$ cat config.mk
export PLATFORM = sky130hd
export DESIGN_NAME = multdiv_issue_ctrl
export DESIGN_NICKNAME = d
export VERILOG_FILES = /design/src/rtl/multdiv_pkg.sv /design/src/rtl/md_timeout_counter.sv /design/src/rtl/multdiv_issue_ctrl.sv
export SDC_FILE = /design/constraint.sdc
export NUM_CORES = 1
export LEC_CHECK = 0
export CORE_MARGIN = 2
export CORE_UTILIZATION = 39
export DETAILED_ROUTE_END_ITERATION = 8
export PLACE_DENSITY = 0.8
export SLEW_MARGIN = 40
export SYNTH_ARGS = -nofsm -noshare
export SYNTH_HDL_FRONTEND = slang
export SYNTH_SLANG_ARGS = --single-unit
$ cat constraint.sdc
create_clock -name clock -period 2.1 [get_ports clock]
set_input_delay 0.315 -clock clock [delete_from_list [all_inputs] [get_ports clock]]
set_output_delay 0.315 -clock clock [all_outputs]
set_load 0.02 [all_outputs]
$ cat src/rtl/multdiv_pkg.sv
// rtl/multdiv_pkg.sv - shared state encoding and $rstatus constants for the multdiv issue controller
package multdiv_pkg;

  typedef enum logic [2:0] {
    S_IDLE  = 3'd0,
    S_START = 3'd1,
    S_BUSY  = 3'd2,
    S_DONE  = 3'd3,
    S_DRAIN = 3'd4
  } md_state_e;

  localparam logic [31:0] RSTATUS_MULT_EXC = 32'd4;
  localparam logic [31:0] RSTATUS_DIV_EXC  = 32'd5;
  localparam logic [4:0]  RSTATUS_REG      = 5'd30;

  function automatic logic [31:0] exc_code(input logic is_div);
    return is_div ? RSTATUS_DIV_EXC : RSTATUS_MULT_EXC;
  endfunction

endpackage

$ cat src/rtl/md_timeout_counter.sv
// rtl/md_timeout_counter.sv - BUSY-cycle watchdog, instantiated only when MULTDIV_TIMEOUT_EN is defined
module md_timeout_counter #(
  parameter int TIMEOUT_CYCLES = 40
) (
  input  logic clock,
  input  logic reset,
  input  logic clear,
  input  logic enable,
  output logic expired
);

  localparam logic [5:0] LAST = 6'(TIMEOUT_CYCLES - 1);

  logic [5:0] count;

  always_ff @(posedge clock) begin
    if (reset || clear) begin
      count <= 6'd0;
    end else if (enable) begin
      count <= count + 6'd1;
    end
  end

  // Fires during the final allowed BUSY cycle so DONE follows on the next edge.
  assign expired = enable && (count == LAST);

endmodule

$ cat src/rtl/multdiv_issue_ctrl.sv
// rtl/multdiv_issue_ctrl.sv - multdiv issue/stall/writeback controller; watchdog under MULTDIV_TIMEOUT_EN
module multdiv_issue_ctrl #(
`ifdef MULTDIV_TIMEOUT_EN
  parameter int TIMEOUT_CYCLES = 40,
`endif
  parameter logic [4:0] RSTATUS_REG = multdiv_pkg::RSTATUS_REG
) (
  input  logic        clock,
  input  logic        reset,
  input  logic        op_valid,
  input  logic        op_is_div,
  input  logic [31:0] op_a,
  input  logic [31:0] op_b,
  input  logic [4:0]  op_rd,
  input  logic        flush,
  output logic        ctrl_MULT,
  output logic        ctrl_DIV,
  output logic [31:0] md_operandA,
  output logic [31:0] md_operandB,
  input  logic [31:0] md_result,
  input  logic        md_exception,
  input  logic        md_resultRDY,
  output logic        stall,
  output logic        wb_valid,
  output logic [4:0]  wb_rd,
  output logic [31:0] wb_data,
  output logic        wb_exception
);

  import multdiv_pkg::*;

  md_state_e   state, state_next;
  logic        is_div_q;
  logic [4:0]  rd_q;
  logic        wb_valid_q;
  logic        timeout_hit;
  logic        accept;
  logic        finish;
  logic        exc_now;

`ifdef MULTDIV_TIMEOUT_EN
  md_timeout_counter #(
    .TIMEOUT_CYCLES (TIMEOUT_CYCLES)
  ) u_timeout (
    .clock   (clock),
    .reset   (reset),
    .clear   (state == S_START),
    .enable  (state == S_BUSY),
    .expired (timeout_hit)
  );
`else
  assign timeout_hit = 1'b0;
`endif

  always_ff @(posedge clock) begin
    if (reset) begin
      state <= S_IDLE;
    end else begin
      state <= state_next;
    end
  end

  always_comb begin
    state_next = state;
    stall      = 1'b0;
    case (state)
      S_IDLE:  if (op_valid && !flush) state_next = S_START;
      S_START: state_next = flush ? S_DRAIN : S_BUSY;
      S_BUSY: begin
        if (flush) state_next = S_DRAIN;
        else if (md_resultRDY || timeout_hit) state_next = S_DONE;
      end
      S_DONE:  state_next = S_IDLE;
      S_DRAIN: if (md_resultRDY) state_next = S_IDLE;
      default: state_next = S_IDLE;
    endcase
    // The op retires from X in DONE, so the pipeline is released alongside wb_valid.
    if (!flush && state != S_DONE) stall = op_valid;
  end

  assign accept  = (state == S_IDLE) && op_valid && !flush;
  assign finish  = (state == S_BUSY) && !flush && (md_resultRDY || timeout_hit);
  // A watchdog expiry without a real ready is reported as an exception.
  assign exc_now = md_resultRDY ? md_exception : 1'b1;

  always_ff @(posedge clock) begin
    if (reset) begin
      ctrl_MULT    <= 1'b0;
      ctrl_DIV     <= 1'b0;
      md_operandA  <= 32'd0;
      md_operandB  <= 32'd0;
      is_div_q     <= 1'b0;
      rd_q         <= 5'd0;
      wb_valid_q   <= 1'b0;
      wb_rd        <= 5'd0;
      wb_data      <= 32'd0;
      wb_exception <= 1'b0;
    end else begin
      ctrl_MULT  <= accept && !op_is_div;
      ctrl_DIV   <= accept && op_is_div;
      wb_valid_q <= finish;
      if (accept) begin
        md_operandA <= op_a;
        md_operandB <= op_b;
        is_div_q    <= op_is_div;
        rd_q        <= op_rd;
      end
      if (finish) begin
        wb_exception <= exc_now;
        wb_rd        <= exc_now ? RSTATUS_REG : rd_q;
        wb_data      <= exc_now ? exc_code(is_div_q) : md_result;
      end
    end
  end

  // A flush landing on the DONE cycle cancels the writeback in that same cycle.
  assign wb_valid = wb_valid_q && !flush;

endmodule

# [Yosys cells after proc, flatten, opt, wreduce, memory -nomap -nowiden]
# Cells that the tools add are included.
# Widths: inputs -> output; s select.
[totals] ff_bits=114 latch_bits=0 ram_bits=0 mem_bits_ro=0 in_bits=108 output_inout_bits=106 word_cells=42 memories=0
[op_classes] n_addsub=0 mul=0 div=0 order_cmp=0 n_eq_ne=7 shifts=0 muxes=11 bitwise_logic=0 n_reduce_logical=13
[ops] operator="$mux 32" n=1
[ops] operator="$mux 3" n=5
[ops] operator="$pmux 3 s4" n=1
[ops] operator="$logic_and 1x1->1" n=9
[ops] operator="$mux 5" n=1
[ops] operator="$ne 2x2->1 const B" n=2
[ops] operator="$eq 3x1->1 const B" n=1
[ops] operator="$eq 3x2->1 const B" n=1
[ops] operator="$eq 3x3->1 const B" n=1
[ops] operator="$logic_not 3->1" n=1
[ops] operator="$mux 1" n=3
[ops] operator="$ne 3x2->1 const B" n=1
[ops] operator="$ne 3x3->1 const B" n=1
[ops] operator="$reduce_and 3->1" n=1
[ops] operator="$logic_not 1->1" n=2

# [Longest topological paths before layout]
# Gate-level depths: netlist (run 1).
[logic_depth] word_depth=4 depth_mapped=5 depth_no_buf=3

# [Worst setup path after synthesis (run 1)]
# No wires, ideal clock.
[synth_path] kind="register -> register" startpoint="reg state[2]" endpoint="reg md_operandA[0]" setup_time_ns=0.117 arrival_ns=1.432 required_ns=1.983 slack_ns=0.551 stages_incl_launch_ff=6 path_buffers=2 period_less_slack_ns=1.549 path_cell_list="dfxtp_1 -> nor3_1 -> a21oi_1 -> clkbuf_1 -> buf_2 -> a22o_1"
[synth_between] elab_chain_len=3
[synth_rtl] item="from (decl)" line="multdiv_issue_ctrl.sv:32" source="md_state_e state, state_next;"
[synth_rtl] item="from (signal assigned)" line="multdiv_issue_ctrl.sv:59" source="state <= state_next;"
[synth_rtl] item="$logic_not 3->1" line="multdiv_issue_ctrl.sv:81" source="assign accept = (state == S_IDLE) && op_valid && !flush;"
[synth_rtl] item="$logic_and 1x1->1 (2 in series)" line="multdiv_issue_ctrl.sv:81"
[synth_rtl] item="to (signal assigned)" line="multdiv_issue_ctrl.sv:103" source="md_operandA <= op_a;"
[synth_rtl] item="to (decl)" line="multdiv_issue_ctrl.sv:18" source="output logic [31:0] md_operandA,"
# Every way passes these cells.
# A chain may end at the register's enable or synchronous reset.

# [Worst setup path in the final report (run 1)]
[layout_path] startpoint="reg wb_valid_q" endpoint="out wb_valid"
[layout_between] elab_chain_len=1
[layout_rtl] item="from (decl)" line="multdiv_issue_ctrl.sv:35" source="logic wb_valid_q;"
[layout_rtl] item="from (signal assigned)" line="multdiv_issue_ctrl.sv:101" source="wb_valid_q <= finish;"
[layout_rtl] item="$logic_and 1x1->1" line="multdiv_issue_ctrl.sv:117" source="assign wb_valid = wb_valid_q && !flush;"
[layout_rtl] item="to (decl)" line="multdiv_issue_ctrl.sv:24" source="output logic wb_valid,"
# Every way passes these cells.

==> results of run 1 <==
sequential cells by signal, summed over array words and instances, names as in the netlist:
register	flops
md_operandA	32
md_operandB	32
rd_q	5
wb_data	32
state	3
ctrl_MULT	1
wb_exception	1
ctrl_DIV	1
is_div_q	1
wb_rd	5
wb_valid_q	1
area by class of cell:
class | instances | area (um^2)
Multi-Input combinational cell | 206 | 1478
Fill cell | 784 | 3039
Sequential cell | 114 | 2282
Clock inverter | 11 | 137.6
Inverter | 2 | 7.507
Timing Repair Buffer | 226 | 2273
Clock buffer | 20 | 435.4
Tap cell | 133 | 166.4
stage by stage:
| stage | hold slack, ns | instance area, um^2 | util |
|---|---|---|---|
| 3_3_place_gp | 0.4551 | 6208 | 0.6323 |
| 6_report | 0.2238 | 6780 | 0.6905 |
| 2_1_floorplan | 0.3935 | 3958 | - |
| 5_1_grt | 0.2169 | 6780 | 0.6905 |
| 4_1_cts | 0.1943 | 6780 | 0.6905 |
| 3_5_place_dp | 0.4573 | 6208 | 0.6323 |
routing by layer:
metal  up-vias  global-route usage
met4         0             0.08667
met2       179              0.3646
met3        16             0.08484
li1       1784                   -
met1      1794              0.2464
met5         -                   0
kinds of logic (layout without fill, tap and decap cells):
group / after synthesis / in the layout
AOI/OAI and AO/OA: 146 / 146
xor gates and xnor gates: 1 / 1
buffers and inverters: 42 / 259
DFF: 114 / 114
muxes: 1 / 1
and+or+nand+nor: 58 / 58
where the power goes:
| part | leakage, nW | switching (mW) | internal (mW) |
|---|---|---|---|
| registers | 0.926 | 0.0458 | 2.24 |
| logic | 1.24 | 0.295 | 0.382 |
| clock network | 0.276 | 0.937 | 1.82 |
| total | 2.44 | 1.28 | 4.44 |
final timing paths:
check                           cells past startpoint      startpoint              to  slack (ns)
worst min register to register                      1  md_operandA[3]  md_operandA[3]        0.47
worst max register to register                      4        state[0]  md_operandB[4]        0.51
worst max-delay path                                2      wb_valid_q        wb_valid        0.22
worst min-delay path                                2           reset     wb_data[27]        0.22
layout by cell type (no fill, tap or decap), drive strengths merged:
cell type and count:
nor4 8, nand2b 1, xnor2 1, clkinvlp 3, buf 14, nand3 2, dfxtp 114, inv 2
clkinv 5, nor3b 1, and2 2, nand2 1, or3 1, a211oi 1, mux2i 1, clkdlybuf4s50 211
a21oi 40, a311oi 2, nor3 8, nand4b 31, bufinv 3, nor2b 3, dlygate4sd2 1, o21ai 33
a22o 69, o21ba 1, clkbuf 20
worst max-delay path, delay by kind of cell (launching register included):
family	cells	cell delay [ns]
flip-flops	1	0.30
buffers and inverters	1	0.62
AND/OR/NAND/NOR	1	0.15
==> qor.yml, run 1 <==
run_status:
  status: "completed"
worst_setup_path:
  worst_ep_arrival_time_ns: 1.56
  crit_required_ns: 1.78
  crit_path_end_kind: "output pin"
  path_class: "reg -> out"
  critPathLaunchType: "flop"
  crit_path_top_delay_cell: "clkdlybuf4s50_1"
  crit_path_max_incr_delay_ns: 0.62
  crit_fanout: 1
  path_cells: "nor2b_1 -> clkdlybuf4s50_1"
worst_hold_path:
  min_path_type: "in -> reg"
routing:
  wl_met1_um: 4920
  via_count: 3773
  met3_length_um: 1092
  ant_nets: 0
  first_pass_iters: 4
  post_drt_wl_per_cell_um: 17.09
  routed_wl_um: 12170
  initialDrtViolationCount: 152
  routed_via_density: 5.299
  top_layer_used: "met4"
  drcViolationCount: 0
  wl_met2_um: 5975
synth:
  synthMostInstantiatedCell: "dfxtp_1"
  synthArstFlopShare: 0
  avgSynthCellArea_um2: 10.93
  synth.top_cell.area_share: 0.5767
  synth_top_area_cell: "dfxtp_1"
  syn_area_um2: 3958
  yosysSeqAreaShare: 0.5767
  muxShareOfSynthArea: 0.002529
  synth_xor_area_frac: 0.002213
  synthCells: 362
  synthAdderAreaFrac: 0
  synth-simple-area-share: 0.1107
  synth_ff_type: "dfxtp_1"
  synth_compound_area_frac: 0.2539
  ys_ff_latch: 114
  syn_nets: 470
  yosysWarnings: 0
  synth_cell_type_count: 25
  synth_top_family_by_area: "compound AO/OA/AOI/OAI gates"
  synth_edf_count: 0
  synth_area_leaders: "dfxtp_1, a22o_1, nand4b_1, a21oi_1, o21ai_0"
  synth_common_cells: "dfxtp_1, a22o_1, a21oi_1"
final_layout:
  fin_cells: 712
  drive_gt1_frac: 0.08117
  fin_nets: 675
  area_growth_pct: 71.32
  antenna_cells: 0
floorplanning:
  initial_utilization: 0.4030
  die_x_um: 104.7
  io_pins: 214
  die_area_um2: 10970
  die_y_um: 104.7
  rows: 36
  core_um2: 9819
clocking:
  clockBufferDepth: 2
  cts_resized: 1
  cts_made_buffers: 17
  cts_sinks: 114
  cts_setup_buffers: 0
  clockRootBuffer: "clkbuf_8"
  clkSlewWorstSetupHoldPaths_ns: 0.06
  htree_num_levels: 4
  postCtsHoldBufs: 0
  cts_tree: "done"
  clock_latency_ns: 0.50
placed_design:
  dpl.hpwl_um: 8303
  post-place-ws_ns: 0.07928
  placed_cells: 681
  gp_congestion: 0.7435
  port_buffers: 213
pwr:
  leakage_nw: 2.440
  power_mw: 5.719
  irDropWorstVdd_mv: 0.5319
  power.density_nw_per_um2: 843.4
timing:
  skew_ns: 0.01109
  setup_viol: 0
  slew_headroom: 0.7117
  rsz0062_at_grt: "false"
  fin_tns_setup_ns: 0
  hold_viol: 0
  tightestPinTransition_ns: 0.4301
  fin_crit_ns: 1.877
  drv_slew: 0
  period_share: 0.8938
  fmax_mhz: 532.8
  setup_ws_ns: 0.2230
global_routing:
  grt_max_degree: 71
  grt_usage: 0.2169
  antenna_found_initial: 0
  grt_pass1_wl_um: 19180
  grt_pass1_vias: 3807
  grt-ovfl-total: 0
job:
  cap_violations: 0
Power figures use the tool's default switching activity.
==> run 2, diff against run 1 <==
--- a/config.mk
+++ b/config.mk
@@ -6,9 +6,10 @@
 export NUM_CORES = 1
 export LEC_CHECK = 0
 export CORE_MARGIN = 2
-export CORE_UTILIZATION = 39
+export CORE_UTILIZATION = 40
+export CTS_BUF_LIST = sky130_fd_sc_hd__clkbuf_2 sky130_fd_sc_hd__clkbuf_4 sky130_fd_sc_hd__clkbuf_8
 export DETAILED_ROUTE_END_ITERATION = 8
-export PLACE_DENSITY = 0.8
+export PLACE_DENSITY = 0.82
 export SLEW_MARGIN = 40
 export SYNTH_ARGS = -nofsm -noshare
 export SYNTH_HDL_FRONTEND = slang
==> run 2 against run 1 <==
Power fell by 8.9%. Clock power down 18%. Clock skew down 0.0038 ns. Cell count fell by 0.28%. Critical endpoint is now stall. Non-clock buffer count fell by 2. Via count is 0.32% higher. Combinational power down 0.7%. Hold slack improved by 0.0036 ns. First-iteration DRC count down 32%. Utilization shrank 0.65 points. Die area shrank 2.4%.
==> qor.yml, run 2 (synthesis gave the netlist of run 1 again) <==
run_status:
  status: "completed"
clocking:
  clkSlewWorstSetupHoldPaths_ns: 0.07  # about the same
  htree_num_levels: 4  # unchanged
  clock_latency_ns: 0.42  # -0.08 ns
  cts_setup_buffers: 0  # unchanged
  cts_sinks: 114  # unchanged
  clockRootBuffer: "clkbuf_8"
  postCtsHoldBufs: 0  # unchanged
  cts_made_buffers: 17  # unchanged
  cts_tree: "done"
  cts_resized: 1  # unchanged
  clockBufferDepth: 2  # unchanged
worst_setup_path:
  crit_fanout: 5  # +4
  critPathLaunchType: "flop"
  path_buf_inv: 2  # +1
  worst_ep_arrival_time_ns: 1.54  # -0.02 ns
  path_class: "reg -> out"
  rrSetupSlack_ns: 0.43  # -0.08 ns
  path_cells: "inv_1 -> a311oi_1 -> dlygate4sd2_1"
  crit_required_ns: 1.78  # about the same
  crit_path_max_incr_delay_ns: 0.41  # -0.21 ns
  crit_path_end_kind: "output pin"
  cp_top_family: "buffers and inverters"
  crit_path_top_delay_cell: "dfxtp_1"
global_routing:
  use_met2: 0.3543  # -0.01022
  grt-ovfl-total: 0  # unchanged
  antenna_found_initial: 0  # unchanged
  grt_usage: 0.2159  # -0.0009471
  grt_pass1_wl_um: 17640  # -8.0%
  use_met1: 0.2507  # +0.004355
  grt_pass1_vias: 3622  # -4.9%
  grt-busiest-layer: "met2"
  met3_usage: 0.09073  # +0.005885
  grt_max_degree: 71  # unchanged
timing:
  skew_ns: 0.007338  # -0.003752 ns
  drv_slew: 0  # unchanged
  slew_headroom: 0.7268  # +0.01511
  fin_crit_ns: 1.853  # -0.02379 ns
  rsz0062_at_grt: "false"
  period_share: 0.8825  # -0.01133
  setup_viol: 0  # unchanged
  fmax_mhz: 539.6  # +1.3%
  hold_viol: 0  # unchanged
  fin_tns_setup_ns: 0  # unchanged
  tightestPinTransition_ns: 0.4098  # -0.02032 ns
floorplanning:
  die_x_um: 103.5  # -1.2%
  initial_utilization: 0.4087  # +0.005624
  rows: 36  # unchanged
  io_pins: 214  # unchanged
  core_um2: 9684  # -1.4%
  die_y_um: 103.5  # -1.2%
  die_area_um2: 10710  # -2.4%
final_layout:
  drive_gt1_frac: 0.08146  # +0.0002814
  antenna_cells: 0  # unchanged
  final_common_cell: "clkdlybuf4s50_1"
  fin_nets: 673  # -0.30%
  top_regs: "md_operandA x32, md_operandB x32, wb_data x32"
  mostFrequentLayoutCells: "clkdlybuf4s50_1, dfxtp_1, a22o_1, a21oi_1, o21ai_0"
  area_growth_pct: 67.37
  n_fill_cell: 764  # -2.6%
placed_design:
  dpl.hpwl_um: 8295  # -0.11%
  port_buffers: 213  # unchanged
  gp_congestion: 0.8957  # +20%
pwr:
  leakage_nw: 2.372  # -2.8%
  irDropWorstVdd_mv: 0.4690  # -12%
  power.density_nw_per_um2: 786.4  # -6.8%
  power_mw: 5.209  # -8.9%
job:
  cap_violations: 0  # unchanged
routing:
  routed_via_density: 5.331  # +0.60%
  post_drt_wl_per_cell_um: 16.93  # -0.90%
  drcViolationCount: 0  # unchanged
  ant_nets: 0  # unchanged
  initialDrtViolationCount: 104  # -32%
  first_pass_iters: 4  # unchanged
  via_count: 3785  # +0.32%
  routed_wl_um: 12020  # -1.2%
worst_hold_path:
  min_path_type: "in -> reg"
[run 2: layout make-up]
class / count / area [um^2] / share of cell area
Tap cell: 133 / 166.4 / 0.02512
Timing Repair Buffer: 224 / 2246 / 0.3391
Clock buffer: 22 / 290.3 / 0.04382
Sequential cell: 114 / 2282 / 0.3445
Inverter: 2 / 7.507 / 0.001133
Clock inverter: 9 / 153.9 / 0.02323
Multi-Input combinational cell: 206 / 1478 / 0.2231
[run 2: path summary, 6_finish.rpt]
check                                startpoint         endpoint  cells past startpoint
worst max-delay path                   state[2]            stall                      3
worst min-delay path                      reset         state[1]                      2
worst max register to register         state[2]         wb_rd[2]                      4
worst min register to register  md_operandA[10]  md_operandA[10]                      1
[run 2: through the flow]
step / setup WS, ns / utilization / area, um^2 / instances / hold WS (ns)
after global placement: 0.09310 / 0.6382 / 6181 / 679 / 0.4550
after detailed placement: 0.04025 / 0.6382 / 6181 / 679 / 0.4576
after floorplan: 0.5514 / - / 3958 / 362 / 0.3935
after CTS: 0.2242 / 0.6840 / 6624 / 710 / 0.2045
after global routing: 0.1556 / 0.6840 / 6624 / 710 / 0.2201
final: 0.2468 / 0.6840 / 6624 / 710 / 0.2274
[run 2: per-layer routing]
layer,vias to the layer above,wire length [um]
met5,-,0
met3,20,1152
li1,1784,-
met1,1800,4725
met2,181,5901
met4,0,242
[run 2: power by group]
part	total [mW]	switching (mW)	internal (mW)	leakage [nW]
sequential	2.29	0.0451	2.24	0.926
combinational	0.672	0.295	0.377	1.22
clock	2.25	0.845	1.41	0.222
total	5.21	1.18	4.02	2.37
==> run 3, diff against run 2 <==
--- a/config.mk
+++ b/config.mk
@@ -10,6 +10,7 @@
 export CTS_BUF_LIST = sky130_fd_sc_hd__clkbuf_2 sky130_fd_sc_hd__clkbuf_4 sky130_fd_sc_hd__clkbuf_8
 export DETAILED_ROUTE_END_ITERATION = 8
 export PLACE_DENSITY = 0.82
+export SKIP_CTS_REPAIR_TIMING = 1
 export SLEW_MARGIN = 40
 export SYNTH_ARGS = -nofsm -noshare
 export SYNTH_HDL_FRONTEND = slang
==> run 3 against run 2 <==
Hold slack improved by 0.0011 ns. Die area did not move. Utilization about the same. Count of clock-buffer cells in the layout unchanged. Cell count unchanged. Flip-flop and latch count unchanged. Final area about the same. Critical endpoint is now wb_valid. Critical path depth did not move. Maximum frequency rose by 0.89%.
==> qor.yml, run 3 (synthesis gave the netlist of run 1 again) <==
global_routing:
  grt_pass1_wl_um: 17640  # unchanged
  antenna_found_initial: 0  # unchanged
  grt_usage: 0.2159  # unchanged
  grt_pass1_vias: 3622  # unchanged
  grt_max_degree: 71  # unchanged
  grt-ovfl-total: 0  # unchanged
worst_setup_path:
  path_cells: "clkdlybuf4s50_1 -> nor2b_1 -> clkdlybuf4s50_1"
  crit_fanout: 4  # -1
  crit_path_top_delay_cell: "clkdlybuf4s50_1"
  cp_top_family: "buffers and inverters"
  cp_common_cell: "clkdlybuf4s50_1"
  path_class: "in -> out"
  crit_path_max_incr_delay_ns: 0.61  # +0.20 ns
  crit_path_end_kind: "output pin"
  path_buf_inv: 2  # unchanged
  crit_required_ns: 1.78  # about the same
  critPathLaunchType: "input port"
  worst_ep_arrival_time_ns: 1.52  # -0.02 ns
timing:
  drv_slew: 0  # unchanged
  hold_viol: 0  # unchanged
  tightestPinTransition_ns: 0.4091  # -0.0006307 ns
  skew_ns: 0.007382  # +0.00004369 ns
  period_share: 0.8747  # -0.007782
  fmax_mhz: 544.4  # +0.89%
  setup_viol: 0  # unchanged
  slew_headroom: 0.7272  # about the same
  rsz0062_at_grt: "false"
  fin_crit_ns: 1.837  # -0.01634 ns
  setup_ws_ns: 0.2631  # +0.01634 ns
final_layout:
  fin_nets: 673  # unchanged
  area_growth_pct: 67.47  # about the same
  final_common_cell: "clkdlybuf4s50_1"
  drive_gt1_frac: 0.08146  # unchanged
  top_regs: "md_operandA x32, md_operandB x32, wb_data x32"
  antenna_cells: 0  # unchanged
  fin_area_um2: 6628  # about the same
  mostFrequentLayoutCells: "clkdlybuf4s50_1, dfxtp_1, a22o_1, a21oi_1, o21ai_0"
pwr:
  switching_power_mw: 1.187  # +0.18%
  leakage_nw: 2.382  # +0.46%
  share_comb_of_total_power: 0.129  # about the same
  switching_share: 0.2278  # +0.0002961
  irDropWorstVdd_mv: 0.4690  # about the same
  seqPwrFrac: 0.438  # about the same
  intPower_mw: 4.024  # about the same
  power.density_nw_per_um2: 786.3  # about the same
  clkPwrFrac: 0.433  # about the same
floorplanning:
  rows: 36  # unchanged
  die_area_um2: 10710  # unchanged
  initial_utilization: 0.4087  # unchanged
  die_y_um: 103.5  # unchanged
  die_x_um: 103.5  # unchanged
  io_pins: 214  # unchanged
  core_um2: 9684  # unchanged
clocking:
  cts_sinks: 114  # unchanged
  clkSlewWorstSetupHoldPaths_ns: 0.07  # about the same
  htree_num_levels: 4  # unchanged
  clockBufferDepth: 2  # unchanged
  cts_tree: "done"
  cts_made_buffers: 17  # unchanged
  clockRootBuffer: "clkbuf_8"
  clock_latency_ns: 0.42  # about the same
routing:
  post_drt_wl_per_cell_um: 16.93  # unchanged
  routed_wl_um: 12020  # unchanged
  initialDrtViolationCount: 105  # +0.96%
  via_count: 3780  # -0.13%
  routed_via_density: 5.324  # -0.13%
  ant_nets: 0  # unchanged
  first_pass_iters: 4  # unchanged
  drcViolationCount: 0  # unchanged
job:
  cap_violations: 0  # unchanged
placed_design:
  placed_area_um2: 6181  # unchanged
  dpl.hpwl_um: 8295  # unchanged
  gp_congestion: 0.8957  # unchanged
  post-place-ws_ns: 0.04025  # unchanged
  port_buffers: 213  # unchanged
run_status:
  status: "completed"
worst_hold_path:
  min_path_type: "in -> reg"
==> run 3: power by group through the flow <==
stage,Sequential (mW),Clock [mW],Combinational [mW]
2_1_floorplan,2.41,0,0.194
3_3_place_gp,2.33,0,0.661
3_5_place_dp,2.33,0,0.673
4_1_cts,2.29,2.29,0.678
5_1_grt,2.29,2.39,0.711
6_report,2.29,2.25,0.672
==> run 3: area by class of cell <==
type | count | area [um^2]
Clock buffer | 22 | 290.3
Clock inverter | 9 | 153.9
Multi-Input combinational cell | 206 | 1478
Tap cell | 133 | 166.4
Sequential cell | 114 | 2282
Fill cell | 762 | 3057
Inverter | 2 | 7.507
Timing Repair Buffer | 224 | 2250
==> run 3: metal layers <==
metal | routed length, um | GRT usage | share of wire
met1 | 4762 | 0.2507 | 0.40
met2 | 5934 | 0.3543 | 0.49
met3 | 1123 | 0.09073 | 0.093
met4 | 201 | 0.08401 | 0.017
met5 | 0 | 0 | 0
==> run 3: metrics by stage <==
step           setup TNS [ns]  power [mW]  utilization  cells  hold WS (ns)
6_report                    0       5.212       0.6844    710        0.2285
5_1_grt                     0       5.391       0.6844    710        0.2201
4_1_cts              -0.07645       5.252       0.6841    710        0.2045
3_5_place_dp                0       3.003       0.6382    679        0.4576
3_3_place_gp                0       2.990       0.6382    679        0.4550
2_1_floorplan               0       2.603            -    362        0.3935
==> run 3: worst reg2reg max path, cell delays in order, from the launching register on <==
cell and delay [ns]:
dfxtp_1 0.35, or3_1 0.46, buf_4 0.29, nor4_1 0.32
nor3_1 0.11
==> run 3: worst paths after layout <==
| path | startpoint | to | slack [ns] | depth (start not counted) |
|---|---|---|---|---|
| min | reset | state[1] | 0.23 | 2 |
| max | flush | wb_valid | 0.26 | 3 |
| max reg2reg | state[2] | wb_rd[2] | 0.42 | 4 |
| min reg2reg | md_operandA[14] | md_operandA[14] | 0.47 | 1 |
